--- src/rtl/radar_frame_scheduler.sv ---
// Chirp-synchronous ADC capture sequencer: aligns samples to the ramp sync, fills
// ping-pong frame banks and hands complete banks to the USB reader.
module radar_frame_scheduler #(
  parameter int SAMPLES_PER_CHIRP = 256,
  parameter int CHIRPS_PER_FRAME  = 256,
  parameter int SKIP_SAMPLES      = 16,
  parameter int SYNC_TIMEOUT      = 60000,
  parameter int ADDR_W            = 16
) (
  input  logic              clk_50M,
  input  logic              reset,
  input  logic              sawtooth_dsync,
  input  logic              enable,
  input  logic              adc_valid,
  input  logic [15:0]       adc_data,
  output logic              wr_en,
  output logic [15:0]       wr_data,
  output logic [ADDR_W-1:0] wr_addr,
  output logic              wr_bank,
  output logic [1:0]        bank_ready,
  input  logic [1:0]        bank_done,
  output logic [15:0]       frame_cnt,
  output logic [7:0]        drop_cnt,
  output logic              chirp_err,
  output logic              timeout_err
);

  localparam int SW = (SAMPLES_PER_CHIRP > 1) ? $clog2(SAMPLES_PER_CHIRP) : 1;
  localparam int CW = (CHIRPS_PER_FRAME > 1) ? $clog2(CHIRPS_PER_FRAME) : 1;
  localparam int KW = (SKIP_SAMPLES > 0) ? $clog2(SKIP_SAMPLES + 1) : 1;
  localparam int TW = $clog2(SYNC_TIMEOUT + 1);
  localparam logic [SW-1:0] SAMPLE_LAST = SW'(SAMPLES_PER_CHIRP - 1);
  localparam logic [CW-1:0] CHIRP_LAST  = CW'(CHIRPS_PER_FRAME - 1);
  localparam logic [KW-1:0] SKIP_LAST   = KW'((SKIP_SAMPLES > 0) ? SKIP_SAMPLES - 1 : 0);
  localparam logic [TW-1:0] TMO_LAST    = TW'(SYNC_TIMEOUT - 1);

  typedef enum logic [2:0] {
    ST_IDLE      = 3'd0,
    ST_WAIT_SYNC = 3'd1,
    ST_SKIP      = 3'd2,
    ST_CAPTURE   = 3'd3,
    ST_DROP      = 3'd4
  } state_t;

  localparam state_t FIRST_ST = (SKIP_SAMPLES == 0) ? ST_CAPTURE : ST_SKIP;

  state_t            state_r, state_s, start_state_s;
  logic              sync_meta_r, sync_sync_r, sync_prev_r, sync_rise_s;
  logic [CW-1:0]     chirp_idx_r, chirp_idx_s;
  logic [SW-1:0]     sample_idx_r, sample_idx_s;
  logic [KW-1:0]     skip_cnt_r, skip_cnt_s;
  logic [TW-1:0]     tmo_cnt_r, tmo_cnt_s;
  logic              bank_sel_r, bank_sel_s;
  logic [1:0]        bank_ready_r, bank_ready_s, set_mask_s;
  logic [15:0]       frame_cnt_r, frame_cnt_s;
  logic [7:0]        drop_cnt_r, drop_cnt_s, drop_next_s;
  logic              wr_en_r, wr_en_s;
  logic [15:0]       wr_data_r, wr_data_s;
  logic [ADDR_W-1:0] wr_addr_r, wr_addr_s;
  logic              wr_bank_r;
  logic              chirp_err_r, chirp_err_s;
  logic              timeout_err_r, timeout_err_s;

  assign sync_rise_s = sync_sync_r & ~sync_prev_r;

  // Frame-start decision shared by WAIT_SYNC, DROP and chirp-abort restarts
  always_comb begin
    start_state_s = FIRST_ST;
    drop_next_s   = drop_cnt_r;
    if (bank_ready_r[bank_sel_r]) begin
      start_state_s = ST_DROP;
      if (drop_cnt_r != 8'hFF) begin
        drop_next_s = drop_cnt_r + 8'd1;
      end else begin
        drop_next_s = drop_cnt_r;
      end
    end else if (!enable) begin
      start_state_s = ST_IDLE;
    end else begin
      start_state_s = FIRST_ST;
    end
  end

  // Next-state and datapath update
  always_comb begin
    state_s       = state_r;
    chirp_idx_s   = chirp_idx_r;
    sample_idx_s  = sample_idx_r;
    skip_cnt_s    = skip_cnt_r;
    tmo_cnt_s     = '0;
    bank_sel_s    = bank_sel_r;
    frame_cnt_s   = frame_cnt_r;
    drop_cnt_s    = drop_cnt_r;
    wr_en_s       = 1'b0;
    wr_data_s     = wr_data_r;
    wr_addr_s     = wr_addr_r;
    chirp_err_s   = 1'b0;
    timeout_err_s = timeout_err_r;
    set_mask_s    = 2'b00;
    case (state_r)
      ST_IDLE: begin
        if (enable) begin
          state_s     = ST_WAIT_SYNC;
          chirp_idx_s = '0;
        end else begin
          state_s = ST_IDLE;
        end
      end
      ST_WAIT_SYNC: begin
        if (sync_rise_s) begin
          skip_cnt_s   = '0;
          sample_idx_s = '0;
          if (chirp_idx_r == '0) begin
            state_s    = start_state_s;
            drop_cnt_s = drop_next_s;
          end else begin
            state_s = FIRST_ST;
          end
        end else if (chirp_idx_r != '0) begin
          // a missing sync mid-frame abandons the frame; the bank is reused
          if (tmo_cnt_r == TMO_LAST) begin
            timeout_err_s = 1'b1;
            chirp_idx_s   = '0;
          end else begin
            tmo_cnt_s = tmo_cnt_r + 1'b1;
          end
        end else begin
          tmo_cnt_s = '0;
        end
      end
      ST_DROP: begin
        if (sync_rise_s && !bank_ready_r[bank_sel_r]) begin
          state_s      = start_state_s;
          skip_cnt_s   = '0;
          sample_idx_s = '0;
        end else begin
          state_s = ST_DROP;
        end
      end
      ST_SKIP, ST_CAPTURE: begin
        if (sync_rise_s) begin
          chirp_err_s  = 1'b1;
          chirp_idx_s  = '0;
          skip_cnt_s   = '0;
          sample_idx_s = '0;
          state_s      = start_state_s;
          drop_cnt_s   = drop_next_s;
        end else if (!adc_valid) begin
          state_s = state_r;
        end else if (state_r == ST_SKIP) begin
          if (skip_cnt_r == SKIP_LAST) begin
            state_s = ST_CAPTURE;
          end else begin
            skip_cnt_s = skip_cnt_r + 1'b1;
          end
        end else begin
          wr_en_s   = 1'b1;
          wr_data_s = adc_data;
          wr_addr_s = ADDR_W'(chirp_idx_r) * ADDR_W'(SAMPLES_PER_CHIRP) + ADDR_W'(sample_idx_r);
          if (sample_idx_r == SAMPLE_LAST) begin
            sample_idx_s = '0;
            state_s      = ST_WAIT_SYNC;
            if (chirp_idx_r == CHIRP_LAST) begin
              set_mask_s  = bank_sel_r ? 2'b10 : 2'b01;
              frame_cnt_s = frame_cnt_r + 16'd1;
              bank_sel_s  = ~bank_sel_r;
              chirp_idx_s = '0;
            end else begin
              chirp_idx_s = chirp_idx_r + 1'b1;
            end
          end else begin
            sample_idx_s = sample_idx_r + 1'b1;
          end
        end
      end
      default: begin
        state_s = ST_IDLE;
      end
    endcase
    // a completing frame outranks a same-cycle reader release
    bank_ready_s = (bank_ready_r & ~bank_done) | set_mask_s;
  end

  // State, synchronizer and output registers
  always_ff @(posedge clk_50M) begin
    if (reset) begin
      state_r       <= ST_IDLE;
      sync_meta_r   <= 1'b0;
      sync_sync_r   <= 1'b0;
      sync_prev_r   <= 1'b0;
      chirp_idx_r   <= '0;
      sample_idx_r  <= '0;
      skip_cnt_r    <= '0;
      tmo_cnt_r     <= '0;
      bank_sel_r    <= 1'b0;
      bank_ready_r  <= 2'b00;
      frame_cnt_r   <= 16'd0;
      drop_cnt_r    <= 8'd0;
      wr_en_r       <= 1'b0;
      wr_data_r     <= 16'd0;
      wr_addr_r     <= '0;
      wr_bank_r     <= 1'b0;
      chirp_err_r   <= 1'b0;
      timeout_err_r <= 1'b0;
    end else begin
      state_r       <= state_s;
      sync_meta_r   <= sawtooth_dsync;
      sync_sync_r   <= sync_meta_r;
      sync_prev_r   <= sync_sync_r;
      chirp_idx_r   <= chirp_idx_s;
      sample_idx_r  <= sample_idx_s;
      skip_cnt_r    <= skip_cnt_s;
      tmo_cnt_r     <= tmo_cnt_s;
      bank_sel_r    <= bank_sel_s;
      bank_ready_r  <= bank_ready_s;
      frame_cnt_r   <= frame_cnt_s;
      drop_cnt_r    <= drop_cnt_s;
      wr_en_r       <= wr_en_s;
      wr_data_r     <= wr_data_s;
      wr_addr_r     <= wr_addr_s;
      // lags bank_sel so the final write of a frame still reports its own bank
      wr_bank_r     <= bank_sel_r;
      chirp_err_r   <= chirp_err_s;
      timeout_err_r <= timeout_err_s;
    end
  end

  assign wr_en       = wr_en_r;
  assign wr_data     = wr_data_r;
  assign wr_addr     = wr_addr_r;
  assign wr_bank     = wr_bank_r;
  assign bank_ready  = bank_ready_r;
  assign frame_cnt   = frame_cnt_r;
  assign drop_cnt    = drop_cnt_r;
  assign chirp_err   = chirp_err_r;
  assign timeout_err = timeout_err_r;

endmodule

--- config.mk ---
export PLATFORM = sky130hd
export DESIGN_NAME = radar_frame_scheduler
export DESIGN_NICKNAME = d
export VERILOG_FILES = /design/src/rtl/radar_frame_scheduler.sv
export SDC_FILE = /design/constraint.sdc
export NUM_CORES = 1
export LEC_CHECK = 0
export CORE_MARGIN = 2
export CORE_UTILIZATION = 53
export CTS_BUF_LIST = sky130_fd_sc_hd__clkbuf_16
export DETAILED_ROUTE_END_ITERATION = 7
export PLACE_DENSITY_LB_ADDON = 0.12
export SLEW_MARGIN = 10
export SYNTH_ARGS = -nofsm -noshare
export SYNTH_HDL_FRONTEND = slang
export SYNTH_SLANG_ARGS = --single-unit
--- constraint.sdc ---
create_clock -name clk_50M -period 2.59 [get_ports clk_50M]
set_input_delay 0.6475 -clock clk_50M [delete_from_list [all_inputs] [get_ports clk_50M]]
set_output_delay 0.6475 -clock clk_50M [all_outputs]
set_load 0.005 [all_outputs]
After elaboration in Yosys (flattened, before gate mapping)
Index checks and enable logic that the tools add are counted.
{"block": "word_totals", "word_cells": 135, "register_bits": 106, "in_bits": 23, "output_inout_bits": 62}
{"block": "op_classes", "n_addsub": 7, "bitwise_logic": 12, "order_cmp": 1, "reduce_logical": 20, "n_eq_ne": 24, "mux": 53}
{"operator": "8-bit 2-to-1 mux", "n": 20}
{"operator": "8-bit one-hot mux with 3 select lines", "n": 2}
{"operator": "16-bit by 1-bit adder with 16-bit output (second input constant)", "n": 2}
{"operator": "5-bit 2-to-1 mux", "n": 6}
{"operator": "3-bit 2-to-1 mux", "n": 9}
{"operator": "8-bit by 1-bit adder with 8-bit output (second input constant)", "n": 3}
{"operator": "16-bit by 8-bit adder with 16-bit output", "n": 1}
{"operator": "16-bit equality test (second input constant)", "n": 1}
{"operator": "8-bit equality test (second input constant)", "n": 2}
{"operator": "2-bit 2-to-1 mux", "n": 8}
{"operator": "2-bit != test (second input constant)", "n": 8}
{"operator": "8-bit one-hot mux with 2 select lines", "n": 1}
{"operator": "4-bit AND reduction", "n": 4}
{"operator": "3-bit != test (second input constant)", "n": 5}
{"operator": "5-bit one-hot mux with 3 select lines", "n": 1}
{"operator": "3-bit one-hot mux with 4 select lines", "n": 1}
{"operator": "6-bit AND reduction", "n": 2}
{"operator": "8-bit zero test", "n": 1}
{"operator": "4-bit != test (second input constant)", "n": 2}
{"operator": "8-bit != test (second input constant)", "n": 1}
{"operator": "1-bit NOT", "n": 8}
{"operator": "8-bit AND reduction", "n": 1}
{"operator": "8-bit nonzero test", "n": 1}
{"operator": "3-bit by 2-bit equality test with 1-bit output (second input constant)", "n": 2}
{"operator": "19 further kinds", "n": 25}

Longest topological paths before layout
{"block": "logic_depth", "ltp_word": 8, "ltp_mapped": 8, "depth_no_buf": 8}

Worst setup path after synthesis
No wires, ideal clock.
{"block": "synth_path", "kind": "flip-flop to flip-flop", "from": "reg sample_idx_r[0]", "to": "reg chirp_idx_r[1]", "synth_period_minus_slack_ps": 1825, "path_stages_with_launch": 7, "path_buffers": 0, "path_slack_ps": 765, "setup_ps": 116, "t_required_ps": 2474, "arrival_time_ps": 1709, "cell_sequence": "dfxtp_1 -> ha_1 -> nand3_2 -> nor2_1 -> o22ai_1 -> or2_1 -> a31o_1"}
{"block": "synth_between", "elab_chain_len": 3}
{"element": "start: declaration", "line": "50", "text": "logic [SW-1:0] sample_idx_r, sample_idx_s;"}
{"element": "start signal: assignment", "line": "211", "text": "sample_idx_r <= sample_idx_s;"}
{"element": "8-bit equality test", "line": "160", "text": "if (sample_idx_r == SAMPLE_LAST) begin"}
{"element": "3-bit != test (no line)"}
{"element": "8-bit AND reduction (no line)"}
{"element": "end signal: assignment", "line": "210", "text": "chirp_idx_r <= chirp_idx_s;"}
{"element": "end: declaration", "line": "49", "text": "logic [CW-1:0] chirp_idx_r, chirp_idx_s;"}
No other way between the ends.
A chain may end at the register's enable or synchronous reset.

Final worst setup path
{"block": "layout_path", "from": "reg sample_idx_r[0]", "to": "reg chirp_idx_r[4]"}
Same word-level chain as after synthesis.

==> flow_summary.ini <==
[run_status]
status = finished clean

[clock_tree]
worstSkewPairLatency_ns = 0.35
numCtsBuffers = 9
cts.path.max_buffers = 2
cts_tree = yes
cts-resized-gates = 0
cts_setup_buffers = 0
cts_hold_buf = 0
cts.htree.levels = 3
clock-root-buffer = clkbuf_16
cts.clk_slew.worst_paths_ns = 0.06
clkSinkCount = 106

[yosys]
yosys_warnings = 0
syn_area_um2 = 4833
synthArstFlopShare_pct = 0
synth.avg_cell_area_um2 = 8.391
synth.distinct_cells = 65
synthesis.nets = 607
synth_edf_count = 0
ys.flop_type = dfxtp_1
syn_inst = 576
ys_seq_area_share_pct = 43.90
ys_ff_latch = 106

[run]
cap_violations = 0

[sta]
finalHoldViolCount = 0
maxSlewViolCount = 0
setup_viol = 0
clock.fmax_ghz = 0.4194
period_needed_ns = 2.385
tns_ns = 0
slew_headroom_pct = 57.10
fin_crit_sh_pct = 92.07
tightest_slew_ns = 0.6429
fin_skew_ns = 0.009983
rsz0062_at_grt = false

[worst_setup_path]
worstPathArrival_ns = 2.58
cp.required_ns = 2.79
slowest_delay_ns = 0.48
crit_type = flop to flop
crit_fanout = 6
critical_path.cell_chain = ha_1 > nand3_2 > nor2_1 > o22ai_1 > o311ai_0 > o21ai_0
end_kind = flop
crit_start = sample_idx_r[0]$_SDFFE_PP0P_
start_kind = flop
critPathSlowestCell = nor2_1
r2r-start = sample_idx_r[0]$_SDFFE_PP0P_

[cells_and_area]
syn2layout_area_growth_pct = 25.63
drive_gt1_share_pct = 7.424
post-route-util_pct = 69.29
fin_nets = 687
antenna_cells = 0
design_area_um2 = 6072

[route]
routedWlPerCell_um = 14.70
via_per_inst = 5.747
drt_iter0_drc = 228
drtPass1Iterations = 8
drc = 0
vias = 4414
ant_nets = 0
wirelength_um = 11290

[floorplanning]
rows = 34
die_y_um = 99.50
fp.coreArea_um2 = 8763
start_util_pct = 55.15
fp.dieW_um = 99.50
pin_count = 85
dieArea_um2 = 9899

[pwr]
p_per_area_nw_per_um2 = 595.1
max-vdd-ir-drop_uv = 383.1
p_leak_nw = 2.079

[grt]
grt_max_degree = 36
antenna_found_initial = 0
grt_usage_pct = 22.81
overflow = 0
grt_first_pass_wirelength_um = 18680
grt_pass1_vias = 4100

[worst_hold_path]
hp-class = flop to flop
hold_path_startpoint = sync_meta_r$_SDFF_PP0_

[placement]
port_buffers = 84
post-dp-hpwl_um = 7669
gp_congestion = 0.8844
placed_cell_area_um2 = 5763
==> final timing paths <==
| check | cells after the start | slack [ns] | endpoint |
|---|---|---|---|
| worst max register to register | 6 | 0.21 | chirp_idx_r[4]$_SDFFE_PP0P_ |
| worst max-delay path | 6 | 0.21 | chirp_idx_r[4]$_SDFFE_PP0P_ |
| worst min register to register | 1 | 0.44 | sync_sync_r$_SDFF_PP0_ |
| worst min-delay path | 1 | 0.44 | sync_sync_r$_SDFF_PP0_ |
==> critical path, delay by kind of cell (launching register included) <==
kind	cells	cell delay, ns
flops	1	0.41
simple gates	2	0.64
fa+ha+maj	1	0.26
compound gates	3	0.92
==> synth_stat cells, types with 6 or more instances <==
cell type  count  area [um^2]
nand3_1       26        130.1
nand4_1       16        100.1
xor2_1        11        96.34
buf_2          6        30.03
o21ai_0       15        75.07
inv_1         20        75.07
or3_1         10        62.56
clkbuf_1      17        63.81
and3_1        11        68.82
xnor2_1       14        122.6
o31ai_1        8        60.06
ha_1           8        100.1
nor2_1        48        180.2
a21oi_1       58        290.3
nand2_1       94        352.8
a311oi_1       6        52.55
dfxtp_1      106         2122
or4_1          9        67.56
nor3_1        14        70.07
==> layer usage <==
| layer | GRT usage [%] | wire [um] | vias to the layer above |
|---|---|---|---|
| li1 | - | - | 2211 |
| met1 | 30.80 | 5109 | 2061 |
| met2 | 36.85 | 5456 | 126 |
| met3 | 3.584 | 543 | 16 |
| met4 | 8.851 | 183 | 0 |
| met5 | 0 | 0 | - |
==> sequential cells by signal (all words and copies together), names as in the netlist, 2 cells and up <==
signal,count
bank_ready,2
sample_idx_r,8
drop_cnt,8
frame_cnt,16
wr_addr,16
chirp_idx_r,8
wr_data,16
tmo_cnt_r,16
state_r,3
skip_cnt_r,5
==> cell families (layout without fill, tap and decap cells) <==
kind of cell / count (synthesis) / after routing / share of synthesized area (%)
adder cells (fa/ha/maj): 8 / 8 / 2.071
multiplexers: 4 / 4 / 0.8543
XOR/XNOR: 25 / 25 / 4.530
buffers and inverters: 50 / 134 / 4.659
AO/OA/AOI/OAI: 123 / 123 / 15.97
flip-flops: 106 / 106 / 43.90
AND/OR/NAND/NOR: 260 / 260 / 28.01
==> power by group <==
group,switching (mW),internal [mW],total (mW),leakage (nW)
logic,0.298,0.202,0.500,1.07
clock network,0.585,0.836,1.42,0.150
registers,0.0343,1.66,1.69,0.855
==> placed cells by master, fill, tap and decap left out, types with 11 or more instances in the layout <==
| cell type | count |
|---|---|
| xnor2_1 | 14 |
| nor2_1 | 48 |
| a21oi_1 | 58 |
| inv_1 | 21 |
| nand2_1 | 94 |
| dfxtp_1 | 106 |
| nand3_1 | 26 |
| buf_4 | 14 |
| nor3_1 | 14 |
| clkdlybuf4s50_1 | 83 |
| nand4_1 | 16 |
| o21ai_0 | 15 |
| xor2_1 | 11 |
| and3_1 | 11 |
==> cell type report <==
| type | instances | area (um^2) |
|---|---|---|
| fill | 698 | 2691 |
| multi-input combinational | 420 | 2486 |
| sequential | 106 | 2122 |
| timing repair buffer | 98 | 940.9 |
| clock buffer | 9 | 225.2 |
| tap | 108 | 135.1 |
| clock inverter | 6 | 83.83 |
| inverter | 21 | 78.83 |
==> per-stage QoR <==
stage,hold slack (ns),worst slack [ns],std cells,total power [mW]
floorplan,0.4138,0.7650,576,2.070
global placement,0.4211,0.1501,753,2.199
detailed placement,0.4264,0.1108,753,2.210
CTS,0.4411,0.2306,768,3.619
global route,0.4533,0.02589,768,3.746
finish,0.4398,0.2055,768,3.614
Note: power is estimated with default switching activity, not from simulation.
